`src/rtl/mmio_io_decoder.sv`:
```
// mmio_io_decoder: splits the core data port between external dmem and an I/O register bank.
// Optional MMIO_DEBOUNCE_EN inserts a per-button debouncer after the button synchronisers.
module mmio_io_decoder #(
    parameter int unsigned ADDR_W    = 8,
    parameter int unsigned DATA_W    = 32,
    parameter int unsigned N_BTN     = 2,
    parameter int unsigned SW_W      = 16,
    parameter int unsigned LED_W     = 12,
    parameter int unsigned DB_CYCLES = 16
) (
    input  logic              clk,
    input  logic              reset,
    input  logic [ADDR_W-1:0] addr,
    input  logic              write,
    input  logic              read,
    input  logic [DATA_W-1:0] writeData,
    output logic [DATA_W-1:0] readData,
    output logic              dmemWe,
    input  logic [DATA_W-1:0] dmemReadData,
    input  logic [N_BTN-1:0]  btn,
    input  logic [SW_W-1:0]   switch,
    output logic [LED_W-1:0]  led,
    output logic [31:0]       dispValue
);

    localparam int unsigned IDX_W = 3;
    localparam logic [IDX_W-1:0] IDX_SW    = 3'd0;
    localparam logic [IDX_W-1:0] IDX_LEVEL = 3'd1;
    localparam logic [IDX_W-1:0] IDX_PRESS = 3'd2;
    localparam logic [IDX_W-1:0] IDX_LED   = 3'd3;
    localparam logic [IDX_W-1:0] IDX_DISP  = 3'd4;
    localparam logic [IDX_W-1:0] IDX_CYCLE = 3'd5;

    logic             io;
    logic [IDX_W-1:0] idx;
    logic             io_wr;
    logic             io_rd;

    assign io     = addr[ADDR_W-1];
    assign idx    = addr[4:2];
    assign io_wr  = write & io;
    assign io_rd  = read & io;
    assign dmemWe = write & ~io;

    // Byte-lane and upper index bits play no part in decode
    logic unused_addr;
    assign unused_addr = ^{addr[1:0], addr[ADDR_W-2:5]};

    logic [SW_W-1:0] sw_s1;
    logic [SW_W-1:0] sw_s2;

    always_ff @(posedge clk or negedge reset) begin
        if (!reset) begin
            sw_s1 <= '0;
            sw_s2 <= '0;
        end else begin
            sw_s1 <= switch;
            sw_s2 <= sw_s1;
        end
    end

    logic [N_BTN-1:0] btn_s1;
    logic [N_BTN-1:0] btn_s2;
    logic [N_BTN-1:0] btn_level;
    logic [N_BTN-1:0] btn_rise;

    always_ff @(posedge clk or negedge reset) begin
        if (!reset) begin
            btn_s1 <= '0;
            btn_s2 <= '0;
        end else begin
            btn_s1 <= btn;
            btn_s2 <= btn_s1;
        end
    end

`ifdef MMIO_DEBOUNCE_EN
    localparam int unsigned CNT_W = (DB_CYCLES > 2) ? $clog2(DB_CYCLES) : 1;

    typedef enum logic {
        DB_STABLE  = 1'b0,
        DB_PENDING = 1'b1
    } db_state_e;

    for (genvar g = 0; g < N_BTN; g++) begin : g_db
        db_state_e        state_q;
        db_state_e        state_d;
        logic [CNT_W-1:0] cnt_q;
        logic [CNT_W-1:0] cnt_d;
        logic             level_q;
        logic             differ;
        logic             done;
        logic             toggle;

        assign differ = btn_s2[g] ^ level_q;
        // Toggle on the edge that would bring the count to DB_CYCLES-1
        assign done   = (cnt_q == CNT_W'(DB_CYCLES - 2));

        always_ff @(posedge clk or negedge reset) begin
            if (!reset) begin
                state_q <= DB_STABLE;
                cnt_q   <= '0;
                level_q <= 1'b0;
            end else begin
                state_q <= state_d;
                cnt_q   <= cnt_d;
                level_q <= level_q ^ toggle;
            end
        end

        always_comb begin
            state_d = state_q;
            case (state_q)
                DB_STABLE:  if (differ) state_d = DB_PENDING;
                DB_PENDING: if (!differ || done) state_d = DB_STABLE;
                default:    state_d = DB_STABLE;
            endcase
        end

        always_comb begin
            cnt_d  = '0;
            toggle = 1'b0;
            if (state_q == DB_PENDING && differ) begin
                toggle = done;
                cnt_d  = done ? '0 : cnt_q + CNT_W'(1);
            end
        end

        assign btn_level[g] = level_q;
        assign btn_rise[g]  = toggle & ~level_q;
    end
`else
    logic unused_db;
    assign unused_db = ^DB_CYCLES;

    assign btn_level = btn_s2;
    assign btn_rise  = btn_s1 & ~btn_s2;
`endif

    logic [N_BTN-1:0] press_q;
    logic [N_BTN-1:0] press_clr;

    // Clear-on-read drops every flag; W1C drops the written ones; a new rise always wins
    always_comb begin
        press_clr = '0;
        if (io_rd && idx == IDX_PRESS) press_clr = '1;
        if (io_wr && idx == IDX_PRESS) press_clr = press_clr | writeData[N_BTN-1:0];
    end

    always_ff @(posedge clk or negedge reset) begin
        if (!reset) begin
            press_q <= '0;
        end else begin
            press_q <= (press_q & ~press_clr) | btn_rise;
        end
    end

    logic [LED_W-1:0] led_q;
    logic [31:0]      disp_q;
    logic [31:0]      cycle_q;

    always_ff @(posedge clk or negedge reset) begin
        if (!reset) begin
            led_q   <= '0;
            disp_q  <= '0;
            cycle_q <= '0;
        end else begin
            if (io_wr && idx == IDX_LED)  led_q  <= writeData[LED_W-1:0];
            if (io_wr && idx == IDX_DISP) disp_q <= 32'(writeData);
            if (io_wr && idx == IDX_CYCLE) cycle_q <= '0;
            else                           cycle_q <= cycle_q + 32'd1;
        end
    end

    assign led       = led_q;
    assign dispValue = disp_q;

    logic [DATA_W-1:0] io_rdata;

    always_comb begin
        io_rdata = '0;
        case (idx)
            IDX_SW:    io_rdata = DATA_W'(sw_s2);
            IDX_LEVEL: io_rdata = DATA_W'(btn_level);
            IDX_PRESS: io_rdata = DATA_W'(press_q);
            IDX_LED:   io_rdata = DATA_W'(led_q);
            IDX_DISP:  io_rdata = DATA_W'(disp_q);
            IDX_CYCLE: io_rdata = DATA_W'(cycle_q);
            default:   io_rdata = '0;
        endcase
    end

    assign readData = io ? io_rdata : dmemReadData;

endmodule

```
`config.mk`:
```
export PLATFORM = sky130hd
export DESIGN_NAME = mmio_io_decoder
export DESIGN_NICKNAME = d
export VERILOG_FILES = /design/src/rtl/mmio_io_decoder.sv
export SDC_FILE = /design/constraint.sdc
export NUM_CORES = 1
export LEC_CHECK = 0
export CORE_MARGIN = 2
export CORE_UTILIZATION = 46
export CTS_CLUSTER_DIAMETER = 60
export DETAILED_ROUTE_END_ITERATION = 8
export PLACE_DENSITY = 0.8
export SYNTH_ARGS = -nofsm -noshare
export SYNTH_HDL_FRONTEND = slang
export SYNTH_SLANG_ARGS = --single-unit
```
`constraint.sdc`:
```
create_clock -name clk -period 2.6 [get_ports clk]
set_input_delay 0.52 -clock clk [delete_from_list [all_inputs] [get_ports clk]]
set_output_delay 0.52 -clock clk [all_outputs]
set_load 0.005 [all_outputs]
```
Yosys cells after proc, flatten, opt, wreduce, memory -nomap -nowiden
Cells that the tools add are included.
{ "classes": {"addsub": 1, "n_eq_ne": 5, "n_mux": 5, "bitwise": 10, "reduce_logical": 6} }
{ "ops": {"columns": ["cell", "n"], "rows": [
  ["$pmux 32 s6", 1],
  ["$mux 32", 2],
  ["$add 32x1->32 const B", 1],
  ["$eq 3x2->1 const B", 2],
  ["$eq 3x3->1 const B", 2],
  ["$logic_and 1x1->1", 5],
  ["$and 2x2->2", 2],
  ["$mux 2", 2],
  ["$not 2->2", 2],
  ["$or 2x2->2", 2],
  ["$and 1x1->1", 3],
  ["$eq 3x1->1 const B", 1],
  ["$logic_not 3->1", 1],
  ["$not 1->1", 1]
]} }
{ "word_totals": {"regBits": 114, "input_bits": 94, "wordCells": 35} }

Longest topological paths before layout
{ "depth": {"depth_word": 8, "mapped_depth": 7, "ltp_nobuf": 5} }

Worst setup path after synthesis
Ideal clock, no wire load.
{ "synth_timing": {"path_kind": "input -> output", "startpoint": "input addr[2]", "endpoint": "output readData[22]", "t_arrival_ps": 1794, "required_ps": 2080, "slack_ps": 286, "stages": 6, "cell_sequence": "buf_2 > buf_2 > buf_2 > buf_2 > mux2i_1 > o22ai_1"} }
{ "synth_via": {"elab_chain_cells": 3, "elab_cells_between_ends": 8} }
{ "synth_lines": {"columns": ["element", "line", "text"], "rows": [
  ["start, declared", "13", "input logic [ADDR_W-1:0] addr,"],
  ["$eq 3x3->1, or another cell as far along", "182", "case (idx)"],
  ["$pmux 32 s6 (*)", "182", null],
  ["$mux 32 (*)", "193", "assign readData = io ? io_rdata : dmemReadData;"],
  ["end, declared", "17", "output logic [DATA_W-1:0] readData,"]
]} }
Every way passes the cells marked *; elsewhere a longest branch is shown, timed or not.

Worst setup path in the final report
{ "layout_timing": {"startpoint": "register cycle_q[7]", "endpoint": "output readData[7]"} }
{ "layout_via": {"elab_chain_cells": 2} }
{ "layout_lines": {"columns": ["element", "line", "text"], "rows": [
  ["start, declared", "160", "logic [31:0] cycle_q;"],
  ["start signal, assigned", "171", "else cycle_q <= cycle_q + 32'd1;"],
  ["$pmux 32 s6", "182", null],
  ["$mux 32", "193", null]
]} }
No other way between the ends.

==> insert_results.sql <==
INSERT INTO impl_metrics (metric_group, metric, value, unit) VALUES
('pwr', 'combPwrFrac', '21.9', '%'),
('global_routing', 'grt_pass1_vias', '4855', ''),
('clock_network', 'clk_path_buf_depth', '2', ''),
('layout', 'insertedDiodeCount', '0', ''),
('floorplan', 'die_span_in_x', '111', 'µm'),
('sta', 'final-max-slew-violation-count', '0', ''),
('layout', 'layout.cells.non_filler', '808', ''),
('outcome', 'status', 'complete, no violations', ''),
('drt', 'average_via_count_per_standard_cell', '5.57', ''),
('critical_path', 'cp.required', '2.08', 'ns'),
('clock_network', 'cts-buffers-inserted', '17', ''),
('place', 'dp_cells', '771', ''),
('pwr', 'clock_power_share', '39.6', '%'),
('synth', 'synth.distinct_cells', '36', ''),
('layout', 'areaGrowthSynthToFinish', '53.6', '%'),
('clock_network', 'tritoncts_clock_tree', 'built', ''),
('synth', 'synthesis.area', '5250', 'µm²'),
('sta', 'fmax', '0.398', 'GHz'),
('place', 'detailed_place.area', '7270', 'µm²'),
('synth', 'ys.flop_type', 'sky130_fd_sc_hd__dfrtp_1', ''),
('drt', 'remaining_drc_errors', '0', ''),
('drt', 'wl_per_cell', '18.0', 'µm'),
('synth', 'yosysTopAreaCell', 'sky130_fd_sc_hd__dfrtp_1', ''),
('global_routing', 'global_route.overflow_total', '0', ''),
('synth', 'async_flop_share', '100', '%'),
('place', 'post-place-ws', '-0.254', 'ns'),
('floorplan', 'io_pins', '171', ''),
('synth', 'synthMostInstantiatedCell', 'sky130_fd_sc_hd__dfrtp_1', ''),
('pwr', 'netSwitchingPower', '1.69', 'mW'),
('sta', 'worst_slack', '0.0872', 'ns'),
('floorplan', 'core_area', '11300', 'µm²'),
('pwr', 'p_leak', '3.53', 'nW'),
('drt', 'drtIter0Drc', '241', ''),
('global_routing', 'groute.usage.overall', '24.0', '%'),
('pwr', 'power.switching_fraction', '26.8', '%'),
('sta', 'timing.final.crit_share', '96.6', '%'),
('run', 'drv.max_cap_violation_count', '0', ''),
('worst_hold_path', 'min-delay-path-class', 'input port to asynchronous set/reset pin', ''),
('critical_path', 'cp_slowest_cell', 'sky130_fd_sc_hd__clkdlybuf4s50_1', ''),
('drt', 'detail_route.first_pass.iterations', '4', ''),
('critical_path', 'critical_path_buf_inv_count', '1', ''),
('global_routing', 'grtUsageMet2', '42.1', '%'),
('synth', 'synthTopCellsByArea', 'sky130_fd_sc_hd__dfrtp_1, sky130_fd_sc_hd__mux2_2, sky130_fd_sc_hd__mux2i_1', ''),
('drt', 'route.vias.total', '4501', ''),
('layout', 'net_count_final', '747', ''),
('global_routing', 'gr-usage-met3', '5.14', '%'),
('global_routing', 'grt_util_met1', '29.1', '%'),
('floorplan', 'initial_utilization', '46.6', '%'),
('pwr', 'cellInternalPower', '4.63', 'mW'),
('global_routing', 'grt_most_used_layer', 'met2', ''),
('layout', 'final_layout_size_suffix_gt1_share', '22.4', '%'),
('sta', 'holdWs', '0.149', 'ns'),
('place', 'place_congestion', '0.778', ''),
('clock_network', 'clock_transition_at_the_registers_of_the_reported_paths', '0.06', 'ns'),
('sta', 'fin_tns_setup', '0', 'ns'),
('clock_network', 'cts_root_buf', 'sky130_fd_sc_hd__clkbuf_16', ''),
('critical_path', 'startpoint', 'cycle_q[7]', ''),
('critical_path', 'worstSetupEndpointType', 'primary output', ''),
('sta', 'timing_worst_slew_pin_value', '0.682', 'ns'),
('global_routing', 'antenna_found_initial', '0', ''),
('floorplan', 'die_height', '111', 'µm'),
('pwr', 'pwr-share-seq', '38.5', '%'),
('critical_path', 'slowest_delay', '0.45', 'ns'),
('synth', 'synth-seq-cells', '114', ''),
('drt', 'postRouteWirelength', '14500', 'µm'),
('layout', 'nFillCells', '754', ''),
('critical_path', 'cp_cell_sequence', 'mux2_2, a22oi_1, a2bb2oi_1, o22ai_1, clkdlybuf4s50_1', ''),
('layout', 'layout.cell_area.non_filler', '8070', 'µm²'),
('synth', 'synthDominantCellAreaShare', '54.3', '%'),
('sta', 'final.setup_skew', '0.00485', 'ns'),
('critical_path', 'path_class', 'flip-flop to primary output', '');
what timing repair did:
item                                    in CTS  in global routing
resized for setup                           13                 24
endpoints found under the hold margin        0                  0
buffers inserted                             0                  5
pin swaps                                    0                  1
endpoints found under the setup margin      32                 16
registers in the layout, indices dropped and copies added, names as in the netlist:
signal and count:
btn_level 2, btn_s1 2, cycle_q 32, dispValue 32
led 12, press_q 2, sw_s1 16, sw_s2 16
worst reg2reg max path, stage by stage, from the launching register on:
cell                      delay, ns
sky130_fd_sc_hd__dfrtp_1       0.43
sky130_fd_sc_hd__ha_1          0.25
sky130_fd_sc_hd__nand4_1       0.21
sky130_fd_sc_hd__or4_4         0.69
sky130_fd_sc_hd__or4_1         0.51
sky130_fd_sc_hd__a21oi_1       0.18
placed cells by master, fill, tap and decap left out, drive strengths merged, types with 2 or more instances in the layout:
master,count
clkdlybuf4s50,150
dfrtp,114
mux2,58
inv,44
buf,35
o22ai,30
a21oi,23
mux2i,20
nor2,19
clkbuf,18
o21ai,16
a22oi,14
or3,13
nand2,11
or4,11
xnor2,10
dlymetal6s2s,10
a2bb2oi,10
nand3,9
nand4,9
o31ai,7
bufinv,4
clkinv,4
dlygate4sd2,4
nor3,3
clkinvlp,3
and2,2
nor4,2
mux4,2
nor2b,2
power by group through the flow:
stage / logic, mW / registers, mW / clock network, mW
2_1_floorplan: 0.571 / 2.36 / 0
3_3_place_gp: 1.26 / 2.42 / 0
3_5_place_dp: 1.31 / 2.44 / 0
4_1_cts: 1.34 / 2.42 / 2.54
5_1_grt: 1.50 / 2.48 / 2.63
6_report: 1.39 / 2.43 / 2.50
cell families after synthesis:
kind of cell	after synthesis	synth area share, %
adder cells (fa/ha/maj)	1	0.238
flip-flops	114	54.3
buffers and inverters	68	5.22
XOR/XNOR	11	1.83
AO/OA/AOI/OAI	100	12.0
multiplexers	80	17.1
AND/OR/NAND/NOR	87	9.32
worst paths after layout:
kind | endpoint | slack (ns) | cells after the start
setup reg to reg | cycle_q[24] | 0.25 | 5
hold reg to reg | sw_s2[3] | 0.35 | 0
max in group asynchronous | sw_s2[7] | 1.71 | 2
hold / removal | sw_s1[1] | 0.15 | 1
min in group clk | sw_s2[3] | 0.35 | 0
setup / recovery | readData[7] | 0.09 | 5
layer usage:
layer / vias to the layer above / part of all wire, %
met1: 2227 / 41
met2: 185 / 52
met5: - / 0
met3: 28 / 4.8
met4: 0 / 2.1
li1: 2061 / -
area by class of cell:
class / count / share of cell area [%]
Timing Repair Buffer: 199 / 25.1
Clock inverter: 14 / 2.53
Multi-Input combinational cell: 279 / 27.3
Tap cell: 143 / 2.22
Sequential cell: 114 / 35.4
Clock buffer: 18 / 5.45
Inverter: 41 / 1.91
No activity file was read; power rests on OpenSTA's default activity.
